`src/rtl/sram_port_arbiter_pkg.sv`:
```
// Shared types and constants for the two-port SRAM arbiter.
//   port_state_e : per-port request lifecycle (IDLE -> BUSY -> HOLD -> IDLE)
//   NUM_PORTS    : number of requesters (0 = instruction fetch, 1 = load/store)
//   port_idx_t   : index of one requester
package sram_port_arbiter_pkg;

  localparam int NUM_PORTS = 2;

  typedef logic [$clog2(NUM_PORTS)-1:0] port_idx_t;

  typedef enum logic [1:0] {
    IDLE = 2'd0,  // may accept a new request
    BUSY = 2'd1,  // SRAM read data arrives this cycle
    HOLD = 2'd2   // response buffered, waiting for resp_ready
  } port_state_e;

endpackage

```
`src/rtl/sram_rr_pick.sv`:
```
// Two-way round-robin picker.
//   eligible   in  [1:0] ports that may be granted this cycle
//   last_grant in  1     port granted most recently
//   gnt_onehot out [1:0] at most one bit set; the port that wins this cycle
// On a tie the port that did not win last time is chosen; a lone eligible
// port always wins.
module sram_rr_pick
  import sram_port_arbiter_pkg::*;
(
  input  logic [NUM_PORTS-1:0] eligible,
  input  port_idx_t            last_grant,
  output logic [NUM_PORTS-1:0] gnt_onehot
);

  always_comb begin
    // NOTE: every output of a combinational block gets a default first so no
    // path leaves it unassigned and a latch cannot be inferred.
    gnt_onehot = '0;
    if (&eligible) begin
      gnt_onehot[~last_grant] = 1'b1;
    end else begin
      gnt_onehot = eligible;
    end
  end

endmodule

```
`src/rtl/sram_port_arbiter.sv`:
```
// Shares one single-port, byte-write SRAM (1-cycle read latency) between the
// instruction-fetch port (0) and the load/store port (1).
//   clock, reset_n            single clock; synchronous active-low reset
//   req_valid/ready[p]        request handshake; ready only in the accept cycle
//   req_we/addr/wdata[p]      byte strobes (0 = read), word address, write data
//   resp_valid/ready[p]       response buffer full / consumed by requester
//   resp_rdata[p]             word at the address before any write (read-old)
//   sram_en/we/addr/wdata     macro controls, driven combinationally on a grant
//   sram_rdata                macro read data, valid the cycle after sram_en
// Each port has one access in flight at most: accept -> BUSY (SRAM returns
// data) -> HOLD (buffered until consumed) -> IDLE.
module sram_port_arbiter
  import sram_port_arbiter_pkg::*;
#(
  parameter int NUM_COL    = 4,
  parameter int COL_WIDTH  = 8,
  parameter int ADDR_WIDTH = 10,
  parameter int DATA_WIDTH = NUM_COL * COL_WIDTH
) (
  input  logic                                  clock,
  input  logic                                  reset_n,
  input  logic [NUM_PORTS-1:0]                  req_valid,
  output logic [NUM_PORTS-1:0]                  req_ready,
  input  logic [NUM_PORTS-1:0][NUM_COL-1:0]     req_we,
  input  logic [NUM_PORTS-1:0][ADDR_WIDTH-1:0]  req_addr,
  input  logic [NUM_PORTS-1:0][DATA_WIDTH-1:0]  req_wdata,
  output logic [NUM_PORTS-1:0]                  resp_valid,
  input  logic [NUM_PORTS-1:0]                  resp_ready,
  output logic [NUM_PORTS-1:0][DATA_WIDTH-1:0]  resp_rdata,
  output logic                                  sram_en,
  output logic [NUM_COL-1:0]                    sram_we,
  output logic [ADDR_WIDTH-1:0]                 sram_addr,
  output logic [DATA_WIDTH-1:0]                 sram_wdata,
  input  logic [DATA_WIDTH-1:0]                 sram_rdata
);

  logic [NUM_PORTS-1:0] eligible;
  logic [NUM_PORTS-1:0] gnt_onehot;
  port_idx_t            gnt_idx;
  port_idx_t            last_grant_q;

  sram_rr_pick u_pick (
    .eligible   (eligible),
    .last_grant (last_grant_q),
    .gnt_onehot (gnt_onehot)
  );

  assign req_ready = gnt_onehot;
  assign gnt_idx   = port_idx_t'(gnt_onehot[1]);

  for (genvar p = 0; p < NUM_PORTS; p++) begin : g_port
    port_state_e           state_q;
    port_state_e           state_d;
    logic [DATA_WIDTH-1:0] resp_buf_q;

    // Gated by reset_n so nothing is accepted, and the SRAM stays idle,
    // while reset is being held.
    assign eligible[p] = reset_n & req_valid[p] & (state_q == IDLE);

    always_comb begin
      state_d = state_q;
      unique case (state_q)
        IDLE:    if (gnt_onehot[p]) state_d = BUSY;
        BUSY:    state_d = HOLD;
        HOLD:    if (resp_ready[p]) state_d = IDLE;
        default: state_d = IDLE;
      endcase
    end

    always_ff @(posedge clock) begin
      // NOTE: sequential state uses non-blocking assignments so every
      // register samples its inputs as they were before the clock edge.
      if (!reset_n) state_q <= IDLE;
      else          state_q <= state_d;
    end

    // Only the port in BUSY owns the current SRAM read data, so two
    // back-to-back grants each land in their own buffer.
    always_ff @(posedge clock) begin
      // NOTE: the buffer is reset because it is visible on resp_rdata.
      if (!reset_n)               resp_buf_q <= '0;
      else if (state_q == BUSY)   resp_buf_q <= sram_rdata;
    end

    assign resp_valid[p] = (state_q == HOLD);
    assign resp_rdata[p] = resp_buf_q;
  end

  always_ff @(posedge clock) begin
    if (!reset_n)          last_grant_q <= port_idx_t'(1);
    else if (|gnt_onehot)  last_grant_q <= gnt_idx;
  end

  always_comb begin
    sram_en    = 1'b0;
    sram_we    = '0;
    sram_addr  = '0;
    sram_wdata = '0;
    if (|gnt_onehot) begin
      sram_en    = 1'b1;
      sram_we    = req_we[gnt_idx];
      sram_addr  = req_addr[gnt_idx];
      sram_wdata = req_wdata[gnt_idx];
    end
  end

endmodule

```
`config.mk`:
```
export PLATFORM = sky130hd
export DESIGN_NAME = sram_port_arbiter
export DESIGN_NICKNAME = d
export VERILOG_FILES = /design/src/rtl/sram_port_arbiter_pkg.sv /design/src/rtl/sram_rr_pick.sv /design/src/rtl/sram_port_arbiter.sv
export SDC_FILE = /design/constraint.sdc
export NUM_CORES = 1
export LEC_CHECK = 0
export CORE_AREA = 2 2 98 100
export CTS_CLUSTER_DIAMETER = 80
export DETAILED_ROUTE_END_ITERATION = 10
export DIE_AREA = 0 0 100 102
export GPL_TIMING_DRIVEN = 0
export PLACE_DENSITY = 0.83
export SLEW_MARGIN = 10
export SYNTH_ARGS = -nofsm -noshare
export SYNTH_HDL_FRONTEND = slang
export SYNTH_SLANG_ARGS = --single-unit
```
`constraint.sdc`:
```
create_clock -name clock -period 2.6 [get_ports clock]
set_clock_uncertainty 0.05 [all_clocks]
set_input_delay 0.52 -clock clock [delete_from_list [all_inputs] [get_ports clock]]
set_output_delay 0.52 -clock clock [all_outputs]
set_load 0.005 [all_outputs]
```
Word level (Yosys, flattened, before mapping)
Index checks and enable logic that the tools add are counted.
W data, S select, Z words.

operators by class
  reductions and logical operators = 7
  order comparisons = 3
  muxes and demuxes = 19
  eq/ne operators = 8
  bitwise logic cells = 5

operators by type and width
  kind                  count
  $mux W32              3
  $mux W10              3
  $mux W4               3
  $pmux W2 S3           2
  $mux W2               5
  $reduce_and A2 Y1     3
  $and A1 B1 Y1         4
  $eq A2 B1 Y1 const B  2
  $eq A2 B2 Y1 const B  2
  $logic_not A2 Y1      2
  $lt A1 B2 Y1 const B  2
  $ne A2 B1 Y1 const B  2
  $ne A2 B2 Y1 const B  2
  $mux W1               2
  $reduce_or A2 Y1      1
  $demux W1 S1          1
  $ge A1 B1 Y1 const B  1
  $logic_and A1 B1 Y1   1
  $not A1 Y1            1

word-level totals
  word-level logic and storage cells = 47
  flip-flop bits (word level) = 69
  input bits = 130
  output and inout port bits = 115

Depth between registers and ports, before layout
  word-level depth = 9
  depth in mapped cells = 5
  mapped depth without buffers = 3

Hierarchy
From an unflattened synthesis, not the netlist that was laid out.

unflattened totals
  cells, all modules = 323
  area total of the unflattened synthesis = 3218.1 sq um

modules (own cells, without submodules)
  module             area each (sq um)  sequential area each (sq um)  cells each  times used
  sram_port_arbiter  3199.3             1381.3                        320         1
  sram_rr_pick       18.8               0.0                           3           1

Least setup slack after synthesis
No wires, ideal clock.

  path kind = input to output
  from = in req_valid[1]
  to = out sram_wdata[10]
  path slack = 633 ps
  arrival = 1397 ps
  path buffers = 2
  stages on the path = 5
  data required time = 2030 ps
  cell sequence = or4b_1 -> nand3_2 -> buf_6 -> buf_6 -> o22ai_1

between the ends
  word-level cells in the longest chain between the ends = 7
  elaborated cells on any way between the ends = 8

RTL lines
  element                                      RTL line                  text
  start, declared                              sram_port_arbiter.sv:22   input logic [NUM_PORTS-1:0] req_valid,
  $and A1 B1 Y1 * (2 in a row)                 sram_port_arbiter.sv:58   assign eligible[p] = reset_n & req_valid[p] & (state_q == IDLE);
  $reduce_and A2 Y1                            sram_rr_pick.sv:19        if (&eligible) begin
  $mux W2 *                                    sram_rr_pick.sv:19
  $mux W32 (implied by the code) (2 in a row)  sram_port_arbiter.sv:103  sram_wdata = req_wdata[gnt_idx];
  $mux W32 *                                   sram_port_arbiter.sv:99   if (|gnt_onehot) begin
  end, declared                                sram_port_arbiter.sv:33   output logic [DATA_WIDTH-1:0] sram_wdata,

Every way passes the cells marked *; elsewhere a longest branch is shown, timed or not. The select of a mux whose other input is x is not followed.

Worst setup path after layout
  from = reg g_port[1].state_q[0]
  to = out sram_wdata[21]

between the ends
  word-level cells in the longest chain between the ends = 7
  elaborated cells on any way between the ends = 8

RTL lines
  element                                      RTL line                  text
  start, declared                              sram_port_arbiter.sv:52   port_state_e state_q;
  start signal, assigned                       sram_port_arbiter.sv:74   else state_q <= state_d;
  $logic_not A2 Y1 *                           sram_port_arbiter.sv:58
  $and A1 B1 Y1 *                              sram_port_arbiter.sv:58
  $reduce_and A2 Y1                            sram_rr_pick.sv:19
  $mux W2 *                                    sram_rr_pick.sv:19
  $mux W32 (implied by the code) (2 in a row)  sram_port_arbiter.sv:103
  $mux W32 *                                   sram_port_arbiter.sv:99

Marks and branches as above.

==> impl_metrics.ini <==
[outcome]
run_status = completed

[sta]
setup_violations = 0
layout_min_cycle_time_ns = 2.525
hold-worst-slack_ns = 0.4073
grt_setup_unrepaired = false
slew_violations = 0
finalHoldViolCount = 0
post-route-period-util_pct = 97.13
slew_headroom_pct = 67.49
tightest_slew_ns = 0.4877
fmax_mhz = 396.0

[hold_path]
hp-class = reg2reg
worstHoldStart = g_port[1].resp_buf_q[13]
whs_endpoint = g_port[1].resp_buf_q[13]
whs_path_depth = 2

[critical_path]
critPathLaunch = g_port[1].state_q[0]
critPathMaxFanout = 5
cp-start-kind = register
r2r-start = g_port[1].state_q[1]
r2r_end = g_port[1].resp_buf_q[17]
cp.required_ns = 2.03
ff2ff_path_depth = 5
end_kind = primary output
rrSetupSlack_ns = 0.95
path_class = reg2out
crit_arrival_ns = 1.96

[routing]
wl_met3_um = 1087
drt_iter0_markers = 158
met2_length_um = 6773
drtPass1Iterations = 5
drc = 0
wl_met1_um = 5112
wire_per_inst_um = 15.87
drtAntennaViolNets = 0
top_layer = met4
vias = 4301
wirelength_um = 13520
drt-vias-per-instance = 5.048

[synthesis]
synth_area_leader_cell = dfxtp_1
synth_edf_count = 0
synth_cell_types = 16
synthFlopType = dfxtp_1
yosysWarnings = 0
yosysSeqAreaShare_pct = 43.88
async_reset_ff_share_pct = 0
synthCells = 467
ys_seq_elements = 69
avgSynthCellArea_um2 = 6.741
syn_area_um2 = 3148
yosysTopAreaCellShare_pct = 43.88
synth.area.top_cells = dfxtp_1, nand2_1, a21oi_1, o22ai_1, clkbuf_1
syn-num-nets = 597

[clocking]
h-tree-depth = 3
cts_buffer_depth = 2
cts_inserted_buffers = 9
cts_tree = built
insertion_delay_ns = 0.34
cts.reportedPaths.clkPinSlew_ns = 0.08
clock-sinks = 69
cts-root-buf = clkbuf_8
hold_buffers = 0

[floorplanning]
start_util_pct = 34.56
fp-row-count = 35
die_y_um = 102
die-area_um2 = 10200
top_level_ports = 245
die_x_um = 100
core_um2 = 9109

[cells_and_area]
nNetsFinal = 866
fill_cells = 763
instances_no_fill = 852
drive_gt1_share_pct = 9.042
diodes = 0
fin_area_um2 = 6093
area_delta_synth_final_pct = 93.56
layout_commonest_cell = nand2_1
layout_common_cells = nand2_1, clkdlybuf4s50_1, dfxtp_1, a21oi_1, o22ai_1

[place]
dpl.hpwl_um = 10400
dp_cells = 822
io_buffers = 244
place.gp.congestion = 0.8473
placed_cell_area_um2 = 5729

[pwr]
switchingPower_uw = 809.5
peakVddDrop_mv = 0.3115
pwr-share-clk_pct = 33.9
power_frac_comb_pct = 27.5
p_int_mw = 2.155
p_leak_nw = 2.376
sw_frac_of_total_pct = 27.31
seqPwrFrac_pct = 38.7
power_density_nw_per_um2 = 486.5
power_mw = 2.964

[job]
max-cap-violations = 0

[global_route]
grt_remaining_overflow = 0
grt_pass1_vias = 4229
grt_max_degree = 18
grt_first_pass_wirelength_um = 20520
antenna_found_initial = 0
grt.total_usage_pct = 25.50
## stage by stage
stage               setup TNS [ns]  utilization (%)  setup slack, ns
global route                     0            66.90         0.005304
floorplan                        0                -           0.6326
global placement            -28.68            62.90          -0.7592
finish                           0            66.90          0.07463
detailed placement          -30.18            62.90          -0.7636
CTS                              0            66.79          0.02726
## worst max-delay path, stage by stage, from the launching register on
cell and delay, ns:
dfxtp_2 0.36, or4b_4 0.56, nand3_4 0.11, buf_6 0.13, buf_6 0.11, o22ai_1 0.08
dlygate4sd2_1 0.26
## sequential cells by signal, indices dropped and copies added, names as in the netlist
signal,cells
g_port.resp_buf_q,64
g_port.state_q,4
last_grant_q,1
## logic make-up after synthesis
| kind of cell | synth area share (%) |
|---|---|
| simple gates | 30.01 |
| compound gates | 19.95 |
| flops | 43.88 |
| buf+inv | 6.160 |
## how the worst max path moves through the flow
| stage | to | slack [ns] | depth (start not counted) |
|---|---|---|---|
| global placement | sram_addr[9] | -0.76 | 6 |
| CTS | sram_en | 0.03 | 4 |
| detailed placement | sram_addr[9] | -0.76 | 6 |
| global route | sram_wdata[20] | 0.005 | 6 |
| floorplan | sram_wdata[10] | 0.63 | 5 |
| finish | sram_wdata[21] | 0.07 | 6 |
## final cells by class
cell class / instances / area [µm²] / area share [%]
plain buffers: 41 / 232.7 / 3.819
clock buffers: 10 / 137.6 / 2.259
clock inverters: 6 / 93.84 / 1.540
inverters: 1 / 3.754 / 0.06160
multi-input cells: 354 / 1604 / 26.32
flip-flops and latches: 69 / 1383 / 22.69
well taps: 111 / 138.9 / 2.279
repair buffers: 260 / 2500 / 41.03
## power groups by stage
stage	Sequential [mW]	Combinational [mW]	Clock, mW
2_1_floorplan	1.17	0.276	0
3_3_place_gp	1.16	0.770	0
3_5_place_dp	1.17	0.787	0
4_1_cts	1.15	0.810	1.01
5_1_grt	1.15	0.876	1.06
6_report	1.15	0.814	1.00
## cell usage after synthesis (3+ instances only)
cell      instances
nand2b_1          4
a21oi_1          67
buf_6             3
nand2_1         222
nor2_1            6
o22ai_1          46
dfxtp_1          69
nor2b_1           4
clkbuf_1         35
buf_2             5
## per-layer routing
| metal | track usage [%] | vias up |
|---|---|---|
| li1 | - | 2076 |
| met3 | 6.361 | 38 |
| met4 | 12.22 | 0 |
| met1 | 27.75 | 1969 |
| met5 | 0 | - |
| met2 | 46.57 | 218 |
## what timing repair did
action,in CTS,in global routing
setup buffers,14,0
setup endpoints to repair,49,41
pin swaps,2,0
gates cloned,2,0
resized for setup,137,8
Note: power is estimated with default switching activity, not from simulation.
